--- config.mk ---
export PLATFORM = sky130hd
export DESIGN_NAME = axi_wr_order_arbiter
export DESIGN_NICKNAME = d
export VERILOG_FILES = /design/src/rtl/axi_xbar_pkg.sv /design/src/rtl/axi_ostd_fifo.sv /design/src/rtl/axi_wr_order_arbiter.sv
export SDC_FILE = /design/constraint.sdc
export NUM_CORES = 1
export LEC_CHECK = 0
export CAP_MARGIN = 20
export CORE_AREA = 2 2 213 215
export DETAILED_ROUTE_END_ITERATION = 12
export DIE_AREA = 0 0 215 217
export GPL_TIMING_DRIVEN = 0
export PLACE_DENSITY = 0.52
export SLEW_MARGIN = 25
export SYNTH_ARGS = -nofsm -noshare
export SYNTH_HDL_FRONTEND = slang
export SYNTH_SLANG_ARGS = --single-unit
export TNS_END_PERCENT = 30
--- constraint.sdc ---
create_clock -name aclk -period 7.27 [get_ports aclk]
set_input_delay 0.727 -clock aclk [delete_from_list [all_inputs] [get_ports aclk]]
set_output_delay 0.727 -clock aclk [all_outputs]
set_load 0.01 [all_outputs]
--- src/rtl/axi_xbar_pkg.sv ---
// Shared types for the crossbar slave-port write path: AW FSM states, order-FIFO entry, RR search.
// Purely combinational helpers; no latency, no backpressure.
package axi_xbar_pkg;

    localparam int MAX_MST   = 8;
    localparam int ORD_IDX_W = 3;

    typedef enum logic [0:0] {
        AW_IDLE,
        AW_HOLD
    } aw_state_e;

    typedef struct packed {
        logic [ORD_IDX_W-1:0] idx;
        logic [3:0]           len;
    } ord_entry_t;

    // Returns {found, index} of the first set request at or after ptr, wrapping at n.
    function automatic logic [ORD_IDX_W:0] rr_find_first(
        input logic [MAX_MST-1:0]   req,
        input logic [ORD_IDX_W-1:0] ptr,
        input int                   n
    );
        logic [ORD_IDX_W:0] res;
        int                 pos;
        res = '0;
        for (int k = MAX_MST - 1; k >= 0; k--) begin
            if (k < n) begin
                pos = (int'(ptr) + k) % n;
                if (req[pos]) begin
                    res = {1'b1, pos[ORD_IDX_W-1:0]};
                end
            end
        end
        return res;
    endfunction

endpackage

--- src/rtl/axi_ostd_fifo.sv ---
// Order FIFO of granted AW entries; a push is visible at head the cycle after it is taken.
// Push is ignored when full and pop when empty; full-with-pop does not bypass.
module axi_ostd_fifo #(
    parameter int DEPTH = 4,
    parameter int ENT_W = 7
) (
    input  logic                   clk,
    input  logic                   rst_n,
    input  logic                   push,
    input  logic [ENT_W-1:0]       push_dat,
    input  logic                   pop,
    output logic                   full,
    output logic                   empty,
    output logic [$clog2(DEPTH):0] count,
    output logic [ENT_W-1:0]       head
);

    localparam int PTR_W = $clog2(DEPTH);

    logic [ENT_W-1:0] mem_q [DEPTH];
    logic [PTR_W-1:0] wr_ptr_q, wr_ptr_d;
    logic [PTR_W-1:0] rd_ptr_q, rd_ptr_d;
    logic [PTR_W:0]   cnt_q, cnt_d;
    logic             do_push, do_pop;

    always_comb begin
        full     = (cnt_q == (PTR_W+1)'(DEPTH));
        empty    = (cnt_q == '0);
        do_push  = push & ~full;
        do_pop   = pop & ~empty;
        wr_ptr_d = wr_ptr_q + PTR_W'(do_push);
        rd_ptr_d = rd_ptr_q + PTR_W'(do_pop);
        cnt_d    = cnt_q + (PTR_W+1)'(do_push) - (PTR_W+1)'(do_pop);
        count    = cnt_q;
        head     = mem_q[rd_ptr_q];
    end

    always_ff @(posedge clk or negedge rst_n) begin
        if (!rst_n) begin
            wr_ptr_q <= '0;
            rd_ptr_q <= '0;
            cnt_q    <= '0;
        end else begin
            wr_ptr_q <= wr_ptr_d;
            rd_ptr_q <= rd_ptr_d;
            cnt_q    <= cnt_d;
        end
    end

    always_ff @(posedge clk) begin
        if (do_push) begin
            mem_q[wr_ptr_q] <= push_dat;
        end
    end

endmodule

--- src/rtl/axi_wr_order_arbiter.sv ---
// Shares one slave's AW/W channels between masters: round-robin AW grant, W steered in grant order.
// AW and W muxes are combinational; W of an ungranted master stalls, AW stalls while the order FIFO is full.
module axi_wr_order_arbiter
    import axi_xbar_pkg::*;
#(
    parameter int NUM_MST    = 4,
    parameter int AWCH_W     = 53,
    parameter int WCH_W      = 47,
    parameter int OSTD_DEPTH = 4
) (
    input  logic                        aclk,
    input  logic                        aresetn,
    input  logic [NUM_MST-1:0]          s_awvalid,
    output logic [NUM_MST-1:0]          s_awready,
    input  logic [NUM_MST*4-1:0]        s_awlen,
    input  logic [NUM_MST*AWCH_W-1:0]   s_awpayload,
    output logic                        m_awvalid,
    input  logic                        m_awready,
    output logic [3:0]                  m_awlen,
    output logic [AWCH_W-1:0]           m_awpayload,
    input  logic [NUM_MST-1:0]          s_wvalid,
    output logic [NUM_MST-1:0]          s_wready,
    input  logic [NUM_MST-1:0]          s_wlast,
    input  logic [NUM_MST*WCH_W-1:0]    s_wpayload,
    output logic                        m_wvalid,
    input  logic                        m_wready,
    output logic                        m_wlast,
    output logic [WCH_W-1:0]            m_wpayload,
    output logic [$clog2(OSTD_DEPTH):0] ostd_cnt,
    output logic                        err_wlast
);

    localparam int IDX_W = (NUM_MST > 1) ? $clog2(NUM_MST) : 1;

    aw_state_e          state_q, state_d;
    logic [IDX_W-1:0]   rr_ptr_q, rr_ptr_d;
    logic [IDX_W-1:0]   lock_idx_q, lock_idx_d;
    logic [3:0]         beat_cnt_q, beat_cnt_d;
    logic               err_wlast_q, err_wlast_d;
    logic               rst_done_q;

    logic [ORD_IDX_W:0] rr_res;
    logic [IDX_W-1:0]   aw_sel, w_sel;
    logic               aw_vld, aw_hs, w_act, w_hs;
    logic               fifo_full, fifo_empty, push, pop;
    ord_entry_t         head, push_ent;
    logic               unused_bits;

    always_comb begin
        rr_res = rr_find_first(MAX_MST'(s_awvalid), ORD_IDX_W'(rr_ptr_q), NUM_MST);
        aw_sel = rr_res[IDX_W-1:0];
        aw_vld = rr_res[ORD_IDX_W] & ~fifo_full;
        // A held grant ignores other requests and does not re-check full: nothing else can push.
        if (state_q == AW_HOLD) begin
            aw_sel = lock_idx_q;
            aw_vld = s_awvalid[lock_idx_q];
        end
        aw_vld = aw_vld & rst_done_q;
        aw_hs  = aw_vld & m_awready;
    end

    always_comb begin
        m_awvalid   = aw_vld;
        m_awlen     = '0;
        m_awpayload = '0;
        s_awready   = '0;
        for (int i = 0; i < NUM_MST; i++) begin
            if (aw_vld && aw_sel == IDX_W'(i)) begin
                m_awlen      = s_awlen[i*4 +: 4];
                m_awpayload  = s_awpayload[i*AWCH_W +: AWCH_W];
                s_awready[i] = m_awready;
            end
        end
        push         = aw_hs;
        push_ent.idx = ORD_IDX_W'(aw_sel);
        push_ent.len = m_awlen;
    end

    always_comb begin
        state_d    = state_q;
        rr_ptr_d   = rr_ptr_q;
        lock_idx_d = lock_idx_q;
        if (aw_hs) begin
            state_d  = AW_IDLE;
            rr_ptr_d = (aw_sel == IDX_W'(NUM_MST - 1)) ? '0 : aw_sel + 1'b1;
        end else if (state_q == AW_IDLE && aw_vld) begin
            state_d    = AW_HOLD;
            lock_idx_d = aw_sel;
        end
    end

    axi_ostd_fifo #(
        .DEPTH (OSTD_DEPTH),
        .ENT_W ($bits(ord_entry_t))
    ) u_ostd_fifo (
        .clk      (aclk),
        .rst_n    (aresetn),
        .push     (push),
        .push_dat (push_ent),
        .pop      (pop),
        .full     (fifo_full),
        .empty    (fifo_empty),
        .count    (ostd_cnt),
        .head     (head)
    );

    always_comb begin
        w_sel      = head.idx[IDX_W-1:0];
        w_act      = ~fifo_empty & rst_done_q;
        m_wvalid   = 1'b0;
        m_wlast    = 1'b0;
        m_wpayload = '0;
        s_wready   = '0;
        for (int i = 0; i < NUM_MST; i++) begin
            if (w_act && w_sel == IDX_W'(i)) begin
                m_wvalid    = s_wvalid[i];
                m_wlast     = s_wlast[i];
                m_wpayload  = s_wpayload[i*WCH_W +: WCH_W];
                s_wready[i] = m_wready;
            end
        end
        w_hs = m_wvalid & m_wready;
        pop  = w_hs & m_wlast;
    end

    // beat_cnt counts beats already taken, so the last beat of a burst sees beat_cnt == len.
    always_comb begin
        beat_cnt_d  = beat_cnt_q;
        err_wlast_d = err_wlast_q;
        if (w_hs) begin
            if (m_wlast) begin
                beat_cnt_d = '0;
            end else if (beat_cnt_q != 4'hF) begin
                beat_cnt_d = beat_cnt_q + 4'd1;
            end
            if (m_wlast != (beat_cnt_q == head.len)) begin
                err_wlast_d = 1'b1;
            end
        end
        err_wlast   = err_wlast_q;
        unused_bits = ^{head.idx, rr_res};
    end

    always_ff @(posedge aclk or negedge aresetn) begin
        if (!aresetn) begin
            state_q     <= AW_IDLE;
            rr_ptr_q    <= '0;
            lock_idx_q  <= '0;
            beat_cnt_q  <= '0;
            err_wlast_q <= 1'b0;
            rst_done_q  <= 1'b0;
        end else begin
            state_q     <= state_d;
            rr_ptr_q    <= rr_ptr_d;
            lock_idx_q  <= lock_idx_d;
            beat_cnt_q  <= beat_cnt_d;
            err_wlast_q <= err_wlast_d;
            rst_done_q  <= 1'b1;
        end
    end

endmodule

# --- After elaboration in Yosys (flattened, before gate mapping) ---
# Memories as Yosys holds them, arrays and structs flattened.
# Index checks and enable logic that the tools add are counted.
op_classes:
  add_sub_neg: 9
  magnitude_cmp: 5
  n_eq_ne: 10
  n_mux: 54
  n_bitwise: 15
  n_reduce_logical: 20
ops:
  columns: ["operator", "n"]
  rows:
  - ["$mux 53", 4]
  - ["$mux 47", 4]
  - ["$mux 4", 10]
  - ["$mux 1", 29]
  - ["$lt 3x5->1 const B", 3]
  - ["$bmux 1 s3", 3]
  - ["$logic_and 1x1->1", 9]
  - ["$and 1x1->1", 8]
  - ["$eq 2x2->1 const B", 4]
  - ["$reduce_and 2->1", 3]
  - ["$reduce_or 2->1", 3]
  - ["$add 2x1->2", 2]
  - ["$add 2x1->2 const B", 2]
  - ["$add 2x2->2 const B", 2]
  - ["$add 4x1->4 const B", 1]
  - ["$bmux 1 s2", 2]
  - ["$eq 2x1->1 const B", 2]
  - ["$eq 4x4->1", 1]
  - ["$logic_not 2->1", 2]
  - ["$lt 2x4->1 const B", 1]
  - ["$mux 2", 2]
  - ["$ne 4x4->1 const B", 1]
  - ["$not 1->1", 4]
  - ["$reduce_bool 2->1", 2]
  - ["other kinds (7)", 9]
word_totals:
  ff_bits: 18
  ramBits: 24
  inputBits: 432
  n_memories: 1
mem_list:
  columns: ["memory", "words", "width", "read_ports", "rd_ports_with_merged_regs", "write_ports", "line", "source"]
  rows:
  - ["u_ostd_fifo.mem_q", 4, 6, 1, 0, 1, "axi_ostd_fifo.sv:20", "logic [ENT_W-1:0] mem_q [DEPTH];"]

# --- Depth between registers and ports, before layout ---
depth:
  ltp_word: 18
  ltp_mapped: 14
  ltp_nobuf: 12

# --- Hierarchy ---
# A second synthesis with hierarchy kept.
unflattened:
  cells_unflattened: 862
  hier_area_um2: 5873.1
by_module_without_submodules:
  columns: ["mod", "n_inst", "cells_per_inst", "area_each_um2", "seq_area_each_um2"]
  rows:
  - ["axi_wr_order_arbiter", 1, 792, 4461.8, 275.3]
  - ["axi_ostd_fifo", 1, 70, 1411.4, 1016.0]

# --- Least setup slack after synthesis ---
# OpenSTA, ideal clock, no wires.
synth_timing:
  kind: "input to output"
  startpoint: "input port s_awvalid[0]"
  endpoint: "output port m_awlen[0]"
  arrival_time_ps: 2968
  required_time_ps: 6543
  slack_ps: 3575
  path_stages: 13
  path_buffers: 3
  cell_sequence: "nand2_1 -> a21oi_1 -> a211oi_1 -> mux2i_1 -> inv_1 -> ha_1 -> clkbuf_1 -> clkbuf_1 -> clkbuf_1 -> a21oi_1 -> o21ai_0 -> mux2i_1 -> nor2_1"
synth_between:
  elab_cells_between_ends: 33
synth_lines:
  columns: ["item", "line", "source"]
  rows:
  - ["start, declared", "axi_wr_order_arbiter.sv:13", "input logic [NUM_MST-1:0] s_awvalid,"]
  - ["$bmux 1 s3", "axi_xbar_pkg.sv:30", "if (req[pos]) begin"]
  - ["$mux 1 (implied by the code) (2 in series)", "axi_xbar_pkg.sv:30", null]
  - ["$mux 4 (3 in series)", "axi_xbar_pkg.sv:30", null]
  - ["$mux 4 (*)", "axi_xbar_pkg.sv:30", null]
  - ["$mux 2 (*)", "axi_wr_order_arbiter.sv:54", "if (state_q == AW_HOLD) begin"]
  - ["via aw_sel[0]", "axi_wr_order_arbiter.sv:43", "logic [IDX_W-1:0] aw_sel, w_sel;"]
  - ["$logic_not 2->1", "axi_wr_order_arbiter.sv:68", "if (aw_vld && aw_sel == IDX_W'(i)) begin"]
  - ["$logic_and 1x1->1", "axi_wr_order_arbiter.sv:68", null]
  - ["$mux 4 (3 in series)", "axi_wr_order_arbiter.sv:68", null]
  - ["$mux 4 (*)", "axi_wr_order_arbiter.sv:68", null]
  - ["end, declared", "axi_wr_order_arbiter.sv:19", "output logic [3:0] m_awlen,"]
# The timed path passes the listed nets; every way through them passes the cells marked *. The select of a mux whose other input is x is not followed.

# --- Worst setup path in the final report ---
layout_timing:
  startpoint: "input port s_awvalid[1]"
  endpoint: "output port m_awlen[0]"
# The elaborated chain is that of the path after synthesis.

==> results.py <==
metrics = {
    "run_status": {
        "status": "finished, final reports clean",
    },
    "yosys": {
        "synth_fp_nets": 1100,
        "synth_cells": 658,
        "yosys_warnings": 0,
        "synth_edf_count": 24,
        "syn_avg_cell_area_um2": 8.81,
        "synth_top_area_share_pct": 21.4,
        "synth_flop_cell": "edfxtp_1",
        "synth_area_leaders": "mux4_2 21%, edfxtp_1 12%, mux2i_1 10%",
        "ys_seq_elements": 42,
        "netlist.top_cell.by_area": "mux4_2",
        "synth_cell_type_count": 46,
        "ys_async_sr_fraction_pct": 42.9,
        "syn_area_um2": 5800,
        "ys_seq_area_share_pct": 20.2,
    },
    "floorplanning": {
        "die_w_um": 215,
        "core_um2": 44700,
        "die-area_um2": 46700,
        "ioPinCount": 551,
        "fp-row-count": 78,
        "die_y_um": 217,
        "start_util_pct": 13.0,
    },
    "detailed_routing": {
        "wirelength_um": 43000,
        "vias": 7593,
        "vias_per_cell": 4.14,
        "antenna_left": 0,
        "drt-initial-drc-count": 252,
        "first_pass_iters": 4,
        "drt-wirelength-per-cell_um": 23.5,
        "drc_errors": 0,
    },
    "critical_path": {
        "critPathMaxFanout": 10,
        "crit_end": "m_awlen[0]",
        "worstRegToRegCells": 13,
        "max_stage_delay_ns": 0.62,
        "rr_startpoint": "rr_ptr_q[1]",
        "crit_arrival_ns": 5.74,
        "regToRegSetupSlack_ns": 2.72,
        "critPathRequiredTime_ns": 6.54,
        "end_kind": "output pin",
        "crit_chain": "clkdlybuf4s50_1 -> mux2i_1 -> a211oi_1 -> mux2i_1 -> inv_1 -> ha_1 -> clkbuf_1 -> clkbuf_1 -> clkbuf_1 -> a21oi_1 -> o21ai_0 -> mux2i_1 -> nor2_1 -> clkdlybuf4s50_1",
        "timing.rr.end": "u_ostd_fifo.mem_q[0][0]",
        "crit_start": "s_awvalid[1]",
        "cp_slowest_cell": "clkdlybuf4s50_1",
        "cp-start-kind": "input pin",
        "crit_type": "in -> out",
    },
    "sta": {
        "tightestPinTransition_ns": 0.993,
        "clock.fmax_ghz": 0.155,
        "final_hold_viol_count": 0,
        "finalSetupTns_ns": 0,
        "slew_headroom_pct": 33.8,
        "final.min_clock_period_ns": 6.47,
        "worst_clock_skew_ns": 0.00662,
        "post-route-period-util_pct": 88.9,
        "slew_viol_final": 0,
        "rsz0062_at_grt": "no",
        "setup_viol_count_final": 0,
    },
    "power_and_ir_drop": {
        "combPwrFrac_pct": 83.9,
        "irDropWorstVdd_mv": 0.158,
        "seq_power_share_pct": 10.3,
        "p_switching_w": 0.00174,
        "power_density_nw_per_um2": 307,
        "p_leak_nw": 4.38,
        "power.share.switching_pct": 46.4,
        "p_int_w": 0.00201,
        "p_clk_share_pct": 5.8,
    },
    "clocking": {
        "cts_tree": "done",
        "clk_latency_ns": 0.28,
        "cts-root-buf": "clkbuf_16",
        "cts_buffer_depth": 2,
        "hold_buffers": 0,
        "cts_sinks": 42,
        "clkTransAtPathRegs_ns": 0.06,
        "cts-resized-gates": 0,
        "cts-htree-levels": 2,
        "cts_setup_buffers": 0,
        "cts-buffers-inserted": 5,
    },
    "final_layout": {
        "layout_common_cells": "549 x clkdlybuf4s50_1, 67 x nor2_1, 63 x a21oi_1",
        "drive_gt1_share_pct": 7.24,
        "final_common_cell": "clkdlybuf4s50_1",
        "fin_nets": 1657,
        "fill_cells": 4853,
        "fin_area_um2": 12300,
        "area_growth_pct": 111,
    },
    "job": {
        "cap_violations": 0,
    },
    "placed_design": {
        "place.gp.congestion": 0.973,
        "place_area_um2": 12100,
        "io_buffers": 550,
        "post-dp-hpwl_um": 38500,
    },
    "global_routing": {
        "grt_pass1_wl_um": 58700,
        "antenna_found_initial": 24,
        "grt_pass1_vias": 8179,
        "overflow": 0,
        "grt_use_total_pct": 17.5,
        "grt_max_degree": 19,
    },
    "min_path": {
        "hold_path_class": "in -> async",
    },
}
per-stage QoR:
| stage | std cells | hold WS, ns | setup WS, ns | util [%] | power, W |
|---|---|---|---|---|---|
| after global routing | 1833 | 0.416 | 0.258 | 27.4 | 0.00406 |
| final | 1834 | 0.382 | 0.804 | 27.4 | 0.00376 |
| after detailed placement | 1808 | 0.451 | 0.570 | 27.0 | 0.00358 |
| after floorplan | 658 | 0.431 | 3.57 | - | 0.00219 |
| after global placement | 1808 | 0.443 | 0.711 | 27.0 | 0.00357 |
| after CTS | 1816 | 0.469 | 0.578 | 27.3 | 0.00382 |
cell usage after synthesis (2+ instances only):
cell and n:
a21oi_1 63, a221oi_1 2, a31oi_1 2, and2_1 49, and3_1 6, and3b_1 55
buf_1 6, buf_2 10, buf_6 2, clkbuf_1 46, dfrtp_1 18, edfxtp_1 24
ha_1 9, inv_1 13, mux2_2 5, mux2i_1 59, mux4_2 55, nand2_1 61
nand3_1 5, nand3b_1 2, nor2_1 67, nor2b_1 3, nor3_1 4, nor3b_1 5
o21ai_0 57, o22ai_1 2, xnor2_1 7, xor2_1 3
worst min-delay path by stage:
stage,from,to,slack (ns)
2_1_floorplan,aresetn,beat_cnt_q[0],0.43
3_3_place_gp,err_wlast,err_wlast,0.44
3_5_place_dp,err_wlast,err_wlast,0.45
4_1_cts,err_wlast,err_wlast,0.47
5_1_grt,aresetn,err_wlast,0.42
6_report,aresetn,err_wlast,0.38
critical path: cells and delay by family:
| kind | cells | cell delay [ns] |
|---|---|---|
| adder cells (fa/ha/maj) | 1 | 0.41 |
| multiplexers | 3 | 0.46 |
| buffers and inverters | 6 | 2.97 |
| AO/OA/AOI/OAI | 3 | 0.83 |
| AND/OR/NAND/NOR | 1 | 0.31 |
layout make-up:
type | count | area (um2) | share of cell area (%)
Antenna cell | 18 | 45.0 | 0.368
Multi-Input combinational cell | 538 | 4310 | 35.2
Buffer | 65 | 275 | 2.25
Inverter | 13 | 48.8 | 0.398
Tap cell | 600 | 751 | 6.13
Sequential cell | 42 | 1170 | 9.56
Clock buffer | 5 | 125 | 1.02
Timing Repair Buffer | 550 | 5500 | 44.9
Clock inverter | 3 | 21.3 | 0.174
power groups by stage:
stage | Combinational (W) | Clock, W | Sequential, W
after floorplan | 0.00181 | 0 | 0.000381
after global placement | 0.00318 | 0 | 0.000386
after detailed placement | 0.00319 | 0 | 0.000391
after CTS | 0.00321 | 0.000226 | 0.000386
after global routing | 0.00343 | 0.000236 | 0.000397
final | 0.00315 | 0.000219 | 0.000386
per-layer routing:
layer | global-route usage [%] | share of wire [%]
met1 | 16.0 | 33
met2 | 35.0 | 55
met3 | 4.84 | 7.6
met4 | 8.97 | 5.1
met5 | 0 | 0
cells by family after synthesis:
logic type	synth area share, %
and+or+nand+nor	25.6
AOI/OAI and AO/OA	12.2
muxes	32.5
buffers and inverters	5.59
DFF	20.2
adders and majority gates	2.29
xor gates and xnor gates	1.51
other	0.0647
registers in the layout, indices dropped and copies added (netlist names):
name                  cells
state_q                   1
u_ostd_fifo.mem_q        24
beat_cnt_q                4
u_ostd_fifo.rd_ptr_q      2
lock_idx_q                2
err_wlast                 1
rr_ptr_q                  2
u_ostd_fifo.wr_ptr_q      2
u_ostd_fifo.count         3
rst_done_q                1
Note: power is estimated with default switching activity, not from simulation.
